==> src/rtl/reg_serial_reader.sv <==
// -----------------------------------------------------------------------------
// reg_serial_reader
//
// Reader-side companion to the parallel load/store register. A word presented
// on `in` is captured when `load` is seen in IDLE. It is then unloaded one bit
// per beat on a valid/ready serial port, MSB or LSB first. When the macro
// REG_READER_PARITY_EN is defined, one extra even-parity beat follows the data
// beats. Without the macro the PARITY state and the parity logic are not built.
//
// Parameters
//   N          data word width in bits (N >= 2)
//   MSB_FIRST  1: bit N-1 leaves first, 0: bit 0 leaves first
//
// Ports
//   clk         rising-edge clock
//   clear       synchronous active-high reset; wins over every other input
//   in          parallel word, sampled only on the capture edge
//   load        capture request, honoured only in IDLE
//   sout        current serial bit (0 whenever sout_valid = 0)
//   sout_valid  sout holds a beat
//   sout_ready  downstream accepts the beat this cycle
//   busy        transfer in progress (SHIFT or PARITY)
//   done        one-cycle pulse after the final beat is accepted
//   bits_left   data beats remaining, including the current one
//
// Optional feature macro: REG_READER_PARITY_EN
// -----------------------------------------------------------------------------
module reg_serial_reader #(
    parameter int N         = 8,
    parameter bit MSB_FIRST = 1'b1
) (
    input  logic                   clk,
    input  logic                   clear,
    input  logic [N-1:0]           in,
    input  logic                   load,
    output logic                   sout,
    output logic                   sout_valid,
    input  logic                   sout_ready,
    output logic                   busy,
    output logic                   done,
    output logic [$clog2(N+1)-1:0] bits_left
);

    localparam int BL_W = $clog2(N+1);

`ifdef REG_READER_PARITY_EN
    typedef enum logic [1:0] {
        S_IDLE   = 2'd0,
        S_SHIFT  = 2'd1,
        S_PARITY = 2'd2,
        S_DONE   = 2'd3
    } state_t;
`else
    typedef enum logic [1:0] {
        S_IDLE  = 2'd0,
        S_SHIFT = 2'd1,
        S_DONE  = 2'd3
    } state_t;
`endif

    state_t          state;
    state_t          state_nxt;
    logic [N-1:0]    shreg;
    logic [BL_W-1:0] bl_q;
    logic            out_bit;
    logic [N-1:0]    shreg_shifted;
    logic            beat_accept;
    logic            last_beat;

`ifdef REG_READER_PARITY_EN
    // Even parity of the captured word, computed once at capture. The shift
    // register is consumed as the data leaves, so the parity cannot be
    // derived from it later.
    logic            par_q;
`endif

    // The bit at the output end of the register, and the register after one
    // beat has left. The shift moves toward the output end and fills with 0.
    assign out_bit       = MSB_FIRST ? shreg[N-1] : shreg[0];
    assign shreg_shifted = MSB_FIRST ? {shreg[N-2:0], 1'b0} : {1'b0, shreg[N-1:1]};

    assign beat_accept   = sout_valid & sout_ready;
    assign last_beat     = (bl_q == BL_W'(1));

    // ---- state register ----
    always_ff @(posedge clk) begin
        if (clear) begin
            state <= S_IDLE;
        end else begin
            state <= state_nxt;
        end
    end

    // ---- next-state logic ----
    always_comb begin
        state_nxt = state;
        case (state)
            S_IDLE: begin
                if (load) begin
                    state_nxt = S_SHIFT;
                end
            end
            S_SHIFT: begin
                if (sout_ready && last_beat) begin
`ifdef REG_READER_PARITY_EN
                    state_nxt = S_PARITY;
`else
                    state_nxt = S_DONE;
`endif
                end
            end
`ifdef REG_READER_PARITY_EN
            S_PARITY: begin
                if (sout_ready) begin
                    state_nxt = S_DONE;
                end
            end
`endif
            S_DONE: begin
                // DONE lasts exactly one cycle. A load seen here is dropped.
                state_nxt = S_IDLE;
            end
            default: begin
                state_nxt = S_IDLE;
            end
        endcase
    end

    // ---- output logic ----
    always_comb begin
        sout       = 1'b0;
        sout_valid = 1'b0;
        busy       = 1'b0;
        done       = 1'b0;
        case (state)
            S_SHIFT: begin
                sout_valid = 1'b1;
                busy       = 1'b1;
                sout       = out_bit;
            end
`ifdef REG_READER_PARITY_EN
            S_PARITY: begin
                sout_valid = 1'b1;
                busy       = 1'b1;
                sout       = par_q;
            end
`endif
            S_DONE: begin
                done = 1'b1;
            end
            default: begin
            end
        endcase
    end

    assign bits_left = bl_q;

    // ---- shift register and beat counter ----
    // bits_left reaches 0 on the last data beat. It therefore reads 0 in
    // PARITY, DONE and IDLE without needing a separate clear.
    always_ff @(posedge clk) begin
        if (clear) begin
            shreg <= '0;
            bl_q  <= '0;
        end else if (state == S_IDLE && load) begin
            shreg <= in;
            bl_q  <= BL_W'(N);
        end else if (state == S_SHIFT && beat_accept) begin
            shreg <= shreg_shifted;
            bl_q  <= bl_q - BL_W'(1);
        end
    end

`ifdef REG_READER_PARITY_EN
    always_ff @(posedge clk) begin
        if (clear) begin
            par_q <= 1'b0;
        end else if (state == S_IDLE && load) begin
            par_q <= ^in;
        end
    end
`endif

endmodule

==> config.mk <==
export PLATFORM = sky130hd
export DESIGN_NAME = reg_serial_reader
export DESIGN_NICKNAME = d
export VERILOG_FILES = /design/src/rtl/reg_serial_reader.sv
export SDC_FILE = /design/constraint.sdc
export NUM_CORES = 1
export LEC_CHECK = 0
export CAP_MARGIN = 5
export CORE_MARGIN = 2
export CORE_UTILIZATION = 50
export CTS_BUF_LIST = sky130_fd_sc_hd__clkbuf_8
export CTS_CLUSTER_SIZE = 24
export DETAILED_ROUTE_END_ITERATION = 12
export PLACE_DENSITY = 0.85
export SYNTH_ARGS = -nofsm -noshare
export SYNTH_HDL_FRONTEND = slang
export SYNTH_SLANG_ARGS = --single-unit
==> constraint.sdc <==
create_clock -name clk -period 2.6 [get_ports clk]
set_input_delay 0.39 -clock clk [delete_from_list [all_inputs] [get_ports clk]]
set_output_delay 0.39 -clock clk [all_outputs]
set_load 0.02 [all_outputs]
==> results.sh, run 1 <==
export IMPL_outcome="complete, no violations"
export IMPL_worst_path_buf_inv=1
export IMPL_skew_ps=3.27
export IMPL_pwr_density_cell_nw_per_um2=610
export IMPL_place_detailed_hpwl_microns=938
export IMPL_avgSynthCellArea_sq_um=9.25
export IMPL_pre_cts_ws_ps=730
export IMPL_cp_start_kind="flip-flop"
export IMPL_required_ps=2210
export IMPL_grt_start_max_net_pins=15
export IMPL_fin_crit_ps=2000
export IMPL_max_clock_freq_mhz=499
export IMPL_ys_types=26
export IMPL_drc=0
export IMPL_cts_tree="yes"
export IMPL_worstPathCellList="nor2b_1 > and2_1 > clkdlybuf4s50_1"
export IMPL_antenna_left=0
export IMPL_post_cts_setup_buffer_count=0
export IMPL_grtUsageTotal=0.197
export IMPL_port_buffer_count=19
export IMPL_synth_top_area_frac=0.427
export IMPL_slew_headroom=0.644
export IMPL_min_path_type="reg -> reg"
export IMPL_grt_pass1_wl_microns=2070
export IMPL_cts_sinks=14
export IMPL_arrival_ps=1610
export IMPL_maxCapViolCount=0
export IMPL_cp_slowest_stage_delay_ps=590
export IMPL_fin_setup_tns_ps=0
export IMPL_gp_congestion=0.744
export IMPL_worst_slack_ps=596
export IMPL_clkTransAtPathRegs_ps=60
export IMPL_crit_fanout=8
export IMPL_p_leak_nw=0.314
export IMPL_cts_buffer_depth=2
export IMPL_row_count=13
export IMPL_cts_inserted_buffers=3
export IMPL_final_common_cell="clkdlybuf4s50_1"
export IMPL_viasPerCell=5.57
export IMPL_htree_levels=1
export IMPL_core_area_sq_um=1270
export IMPL_die_w_microns=40.2
export IMPL_dr_pass1_iters=4
export IMPL_critPathCaptureType="output pin"
export IMPL_antenna_found_initial=0
export IMPL_instances_no_fill=104
export IMPL_rrSetupSlack_ps=1150
export IMPL_rsz0062_at_grt="false"
export IMPL_start_util=0.518
export IMPL_grt_pass1_vias=508
export IMPL_yosys_area_top_type="dfxtp_1"
export IMPL_drive_gt1_frac=0.0674
export IMPL_wl_microns=1340
export IMPL_syn_area_sq_um=657
export IMPL_ys_ff_latch=14
export IMPL_syn_nets=85
export IMPL_drv_slew=0
export IMPL_dp_cells=100
export IMPL_ctsResizeCount=0
export IMPL_setup_violations=0
export IMPL_detail_route_wl_per_cell_microns=12.9
export IMPL_whs_ps=468
export IMPL_overflow=0
export IMPL_route_vias_total=579
export IMPL_drtIter0Drc=17
export IMPL_crit_type="reg -> out"
export IMPL_syn_inst=71
export IMPL_worst_pin_slew_ps=533
export IMPL_root_buffer="clkbuf_8"
export IMPL_final_core_util=0.687
export IMPL_io_pins=20
export IMPL_ir_worst_vdd_mv=0.322
export IMPL_path_delay_family="buffers and inverters"
export IMPL_fin_crit_sh=0.771
export IMPL_area_growth_pct=32.8
export IMPL_final_cell_mix="19 x clkdlybuf4s50_1, 14 x dfxtp_1, 8 x nand3_1, 8 x a21oi_1, 7 x a22oi_1"
export IMPL_dieArea_sq_um=1620
export IMPL_antenna_cells=0
export IMPL_nNetsFinal=104
export IMPL_seq_area_frac_synth=0.427
export IMPL_clkLatencyLatePin_ps=250
export IMPL_synth_top_cells_by_area="dfxtp_1 43%, a22oi_1 8.0%, a21oi_1 6.1%, nand3_1 6.1%, clkbuf_8 4.2%"
export IMPL_finalHoldViolations=0
export IMPL_synth_warnings=0
export IMPL_fp_dieH_microns=40.2
export IMPL_slowest_stage="clkdlybuf4s50_1"
export IMPL_holdBufCountCts=0
export IMPL_fillCellCount=101
==> power breakdown <==
group          switching, mW  internal, mW
registers            0.00982         0.228
clock network         0.0764         0.134
logic                 0.0410        0.0435
==> registers in the layout (all words and copies together) (netlist names) <==
signal,flops
state,2
shreg,8
bits_left,4
==> cell type report <==
cell class                 instances  area, sq um  area share
multi-input combinational         49          313       0.359
sequential                        14          280       0.321
timing repair buffer              20          198       0.227
clock buffer                       4         55.1      0.0631
tap                               15         18.8      0.0215
inverter                           2         7.51     0.00861
==> cells in the mapped netlist <==
library cell	n
dfxtp_1	14
a21oi_1	8
nand3_1	8
a22oi_1	7
nor3_1	4
nor2_1	3
and2_1	2
buf_2	2
clkbuf_8	2
ha_1	2
inv_1	2
nand2_1	2
or3_1	2
a2111oi_2	1
a31oi_1	1
and3b_1	1
buf_4	1
buf_6	1
nand3b_1	1
nand4b_1	1
nor2b_1	1
nor3b_1	1
o21ai_0	1
or3b_1	1
xnor2_1	1
xor2_1	1
==> metal layers <==
| metal | wire [microns] | GRT usage |
|---|---|---|
| met1 | 586 | 0.247 |
| met2 | 686 | 0.323 |
| met3 | 50 | 0.0167 |
| met4 | 16 | 0.125 |
| met5 | 0 | 0 |
==> cells by family after synthesis <==
kind of cell | share of synthesized area
adder cells (fa/ha/maj) | 0.0381
flip-flops | 0.427
AND/OR/NAND/NOR | 0.230
AO/OA/AOI/OAI | 0.181
XOR/XNOR | 0.0267
buffers and inverters | 0.0972
==> final timing paths <==
kind	from	depth (start not counted)	to
hold / removal	shreg[7]	2	shreg[7]
setup reg to reg	state[1]	3	bits_left[3]
hold reg to reg	shreg[7]	2	shreg[7]
setup / recovery	state[0]	3	sout
==> through the flow <==
step	power, mW	area (sq um)
2_1_floorplan	0.293	657
3_3_place_gp	0.323	817
3_5_place_dp	0.326	817
4_1_cts	0.535	872
5_1_grt	0.552	872
6_report	0.532	872
==> worst min-delay path, cell delays in order (launching register included) <==
cell     delay [ps]
dfxtp_1         310
nand3_1          60
a21oi_1          60
Note: power is estimated with default switching activity, not from simulation.
==> run 2: changes to the inputs <==
CORE_UTILIZATION = 47   (was 50)
PLACE_DENSITY = 0.8   (was 0.85)
clock period = 1.95 ns   (was 2.6 ns; I/O delays follow)
==> run 2 against run 1 <==
  * Cell area rose by 1.3%
  * Setup slack got worse by 470 ps
  * Global-route usage fell by 0.70 points
  * Clock skew fell by 0.98 ps
==> results.sh, run 2 (synthesized netlist as in run 1, its figures left out) <==
export IMPL_outcome="complete, no violations"
export IMPL_cp_slowest_stage_delay_ps=590
export IMPL_slew_headroom=0.652
export IMPL_reg2reg_depth=3
export IMPL_largest_reg_flops=8
export IMPL_grt_use_met1=0.218
export IMPL_grtUsageTotal=0.190
export IMPL_slowest_stage="clkdlybuf4s50_1"
export IMPL_arrival_ps=1530
export IMPL_root_buffer="clkbuf_8"
export IMPL_viasPerCell=5.65
export IMPL_die_w_microns=41.4
export IMPL_worst_path_buf_inv=1
export IMPL_clkTransAtPathRegs_ps=60
export IMPL_pwr_density_cell_nw_per_um2=808
export IMPL_cp_start_kind="flip-flop"
export IMPL_cts_tree="yes"
export IMPL_fp_dieH_microns=41.4
export IMPL_drtIter0Drc=16
export IMPL_io_pins=20
export IMPL_fin_crit_ps=1820
export IMPL_detail_route_wl_per_cell_microns=13.2
export IMPL_drv_slew=0
export IMPL_antenna_left=0
export IMPL_min_path_type="reg -> reg"
export IMPL_crit_fanout=8
export IMPL_whs_path_depth=2
export IMPL_fin_setup_tns_ps=0
export IMPL_p_leak_nw=0.319
export IMPL_drive_gt1_frac=0.100
export IMPL_top_usage_layer="met2"
export IMPL_cts_inserted_buffers=3
export IMPL_met3_usage=0.0479
export IMPL_gp_congestion=0.769
export IMPL_cts_sinks=14
export IMPL_worstHoldStart="shreg[4]"
export IMPL_grt_pass1_wl_microns=2040
export IMPL_dr_pass1_iters=4
export IMPL_area_growth_pct=34.5
export IMPL_setup_violations=0
export IMPL_fillCellCount=115
export IMPL_critPathCaptureType="output pin"
export IMPL_crit_type="reg -> out"
export IMPL_ir_worst_vdd_mv=0.439
export IMPL_grt_start_max_net_pins=15
export IMPL_port_buffer_count=19
export IMPL_rsz0062_at_grt="false"
export IMPL_route_vias_total=593
export IMPL_htree_levels=1
export IMPL_nNetsFinal=105
export IMPL_path_delay_family="buffers and inverters"
export IMPL_dieArea_sq_um=1710
export IMPL_start_util=0.505
export IMPL_min_to="shreg[4]"
export IMPL_required_ps=1660
export IMPL_antenna_found_initial=0
export IMPL_grtUsageMet2=0.320
export IMPL_place_detailed_hpwl_microns=972
export IMPL_finalHoldViolations=0
export IMPL_whs_ps=469
export IMPL_worst_pin_slew_ps=521
export IMPL_post_cts_setup_buffer_count=0
export IMPL_clkLatencyLatePin_ps=240
export IMPL_regMostFlops="shreg"
export IMPL_final_cell_mix="19 x clkdlybuf4s50_1, 13 x dfxtp_1, 8 x nand3_1, 8 x a21oi_1, 7 x a22oi_1"
export IMPL_r2r_end="bits_left[1]"
export IMPL_final_common_cell="clkdlybuf4s50_1"
export IMPL_cts_buffer_depth=2
export IMPL_skew_ps=2.29
export IMPL_max_clock_freq_mhz=550
export IMPL_rrSetupSlack_ps=610
export IMPL_row_count=13
export IMPL_fin_crit_sh=0.933
export IMPL_r2r_start="state[1]"
export IMPL_wl_microns=1390
export IMPL_grt_pass1_vias=474
export IMPL_worstPathCellList="nor2b_2 > and2_1 > clkdlybuf4s50_1"
export IMPL_core_area_sq_um=1300
export IMPL_drc=0
export IMPL_maxCapViolCount=0
export IMPL_antenna_cells=0
export IMPL_overflow=0
run 2: cell types whose count changed in the layout (fill, tap and decap cells not counted):
cell / change
nor2b_1: -1
dfxtp_1: -1
buf_4: +1
nor2b_2: +1
dfxtp_2: +1
run 2: stage by stage:
stage	setup WS, ps	utilization	power [mW]	instance area, sq um	std cells
floorplan	553	-	0.390	657	71
global placement	298	0.634	0.433	825	101
detailed placement	261	0.634	0.436	825	101
CTS	13.8	0.676	0.719	880	105
global route	38.7	0.679	0.743	883	105
finish	131	0.679	0.714	883	105
run 2: timing repair:
item                                    CTS  global route
gates resized for setup                   0             2
hold buffers                              0             0
endpoints found under the setup margin    0             1
run 2: tightest hold or removal path: cells and delay by family (launching register included):
family / cells / cell delay [ps]
flip-flops: 1 / 310
AND/OR/NAND/NOR: 1 / 60
AO/OA/AOI/OAI: 1 / 60
run 2: worst max-delay path by stage:
| stage | depth (start not counted) | endpoint | slack, ps | start |
|---|---|---|---|---|
| after floorplan | 2 | sout | 550 | state[0] |
| after global placement | 4 | bits_left[1] | 300 | sout_ready |
| after detailed placement | 4 | bits_left[1] | 260 | sout_ready |
| after CTS | 3 | sout | 10 | state[0] |
| after global routing | 3 | sout | 40 | state[0] |
| final | 3 | sout | 130 | state[0] |
run 2: where the power goes:
part           switching, mW  total, mW  internal (mW)
Combinational         0.0541      0.114         0.0595
Sequential            0.0136      0.317          0.304
Clock                  0.104      0.283          0.179
Total                  0.172      0.714          0.542
run 2: routing by layer:
metal	share of wire	up-vias
met5	0	-
met4	0.010	0
met3	0.032	2
met2	0.53	12
met1	0.43	286
li1	-	293
run 2: layout make-up:
cell class              count  area, sq um  share of cell area
repair buffers             21          205               0.232
well taps                  15         18.8              0.0212
clock buffers               4         55.1              0.0623
multi-input cells          49          315               0.357
flip-flops and latches     14          282               0.319
inverters                   2         7.51             0.00850
==> run 3: changes to the inputs <==
CORE_AREA = 2 2 39 41   (was default)
CORE_MARGIN = default   (was 2)
CORE_UTILIZATION = default   (was 47)
DIE_AREA = 0 0 41 43   (was default)
DONT_BUFFER_PORTS = 1   (was default)
PLACE_DENSITY = 0.64   (was 0.8)
==> run 3 against run 2 <==
  * Sequential power grew 2%
  * Largest power group unchanged
  * Count of clock-buffer cells in the layout unchanged
  * Sequential share of layout area up 8.3 points
==> results.sh, run 3 (synthesized netlist as in run 1, its figures left out) <==
export IMPL_outcome="complete, no violations"
export IMPL_fin_crit_sh=0.716
export IMPL_final_cell_mix="14 x dfxtp_1, 8 x nand3_1, 8 x a21oi_1"
export IMPL_fillCellCount=135
export IMPL_grt_pass1_vias=427
export IMPL_drv_slew=0
export IMPL_ir_worst_vdd_mv=0.515
export IMPL_required_ps=1660
export IMPL_min_path_type="in -> reg"
export IMPL_route_vias_total=519
export IMPL_dp_cells=84
export IMPL_clkTransAtPathRegs_ps=60
export IMPL_wl_microns=1230
export IMPL_p_leak_nw=0.252
export IMPL_slowest_stage="dfxtp_1"
export IMPL_htree_levels=1
export IMPL_cp_slowest_stage_delay_ps=410
export IMPL_cts_inserted_buffers=3
export IMPL_crit_type="reg -> out"
export IMPL_cp_start_kind="flip-flop"
export IMPL_rsz0062_at_grt="false"
export IMPL_fp_dieH_microns=43
export IMPL_core_area_sq_um=1380
export IMPL_pwr_density_cell_nw_per_um2=956
export IMPL_arrival_ps=1100
export IMPL_drc=0
export IMPL_post_cts_setup_buffer_count=0
export IMPL_root_buffer="clkbuf_8"
export IMPL_maxCapViolCount=0
export IMPL_final_common_cell="dfxtp_1"
export IMPL_drive_gt1_frac=0.111
export IMPL_cts_tree="yes"
export IMPL_detail_route_wl_per_cell_microns=14.0
export IMPL_worst_pin_slew_ps=387
export IMPL_setup_violations=0
export IMPL_worstPathCellList="nor2b_1 > and2_1"
export IMPL_instances_no_fill=88
export IMPL_slew_headroom=0.742
export IMPL_finalHoldViolations=0
export IMPL_die_w_microns=41
export IMPL_place_detailed_hpwl_microns=850
export IMPL_fin_setup_tns_ps=0
export IMPL_antenna_cells=0
export IMPL_path_delay_family="simple AND/OR/NAND/NOR gates"
export IMPL_ctsResizeCount=0
export IMPL_grt_start_max_net_pins=15
export IMPL_skew_ps=0.523
export IMPL_fin_crit_ps=1400
export IMPL_io_pins=20
export IMPL_grt_pass1_wl_microns=1850
export IMPL_cts_sinks=14
export IMPL_holdBufCountCts=0
export IMPL_gp_congestion=0.734
export IMPL_nNetsFinal=87
export IMPL_largest_reg_flops=8
export IMPL_viasPerCell=5.90
export IMPL_max_clock_freq_mhz=716
export IMPL_multiInputGateArea_sq_um=313
export IMPL_regMostFlops="shreg"
export IMPL_crit_fanout=8
export IMPL_dieArea_sq_um=1760
export IMPL_area_growth_pct=6.29
export IMPL_dr_pass1_iters=4
export IMPL_critPathCaptureType="output pin"
export IMPL_clkLatencyLatePin_ps=240
export IMPL_antenna_found_initial=0
export IMPL_drtIter0Drc=10
export IMPL_overflow=0
export IMPL_worst_path_buf_inv=0
export IMPL_antenna_left=0
export IMPL_port_buffer_count=0
export IMPL_regArea_sq_um=280
export IMPL_start_util=0.475
export IMPL_cts_buffer_depth=2
export IMPL_row_count=14
export IMPL_grtUsageTotal=0.161
run 3: changes by cell type in the layout (fill, tap and decap cells not counted), sizes merged:
| cell | delta |
|---|---|
| buf | +1 |
| clkdlybuf4s50 | -19 |
run 3: path summary, 6_finish.rpt:
| path | start | to | slack, ps | cells after the start |
|---|---|---|---|---|
| worst min register to register | shreg[7] | shreg[7] | 460 | 2 |
| worst max register to register | bits_left[0] | bits_left[3] | 600 | 3 |
| worst min-delay path | clear | bits_left[3] | 110 | 1 |
| worst max-delay path | state[0] | sout | 550 | 2 |
run 3: cell type report:
| type | instances | share of cell area |
|---|---|---|
| timing repair buffer | 3 | 0.0323 |
| multi-input combinational | 49 | 0.448 |
| inverter | 2 | 0.0108 |
| sequential | 14 | 0.401 |
| clock buffer | 4 | 0.0789 |
| tap | 16 | 0.0287 |
run 3: routing by layer:
layer | GRT usage | up-vias | wire length, microns
met4 | 0.140 | 0 | 23
met5 | 0 | - | 0
met2 | 0.209 | 16 | 606
met1 | 0.216 | 243 | 544
met3 | 0.0314 | 4 | 59
li1 | - | 256 | -
run 3: metrics by stage:
step | total power, mW | area, sq um | worst slack (ps) | util | hold WS, ps
6_report | 0.667 | 698 | 554 | 0.505 | 110
5_1_grt | 0.696 | 698 | 453 | 0.505 | 98.0
4_1_cts | 0.675 | 698 | 533 | 0.505 | 104
3_5_place_dp | 0.396 | 643 | 606 | 0.465 | 365
3_3_place_gp | 0.394 | 643 | 624 | 0.465 | 363
2_1_floorplan | 0.390 | 657 | 553 | - | 361
run 3: power breakdown:
part | internal [mW] | switching, mW | leakage [nW]
combinational | 0.0285 | 0.0371 | 0.109
clock | 0.179 | 0.100 | 0.0288
sequential | 0.303 | 0.0193 | 0.115
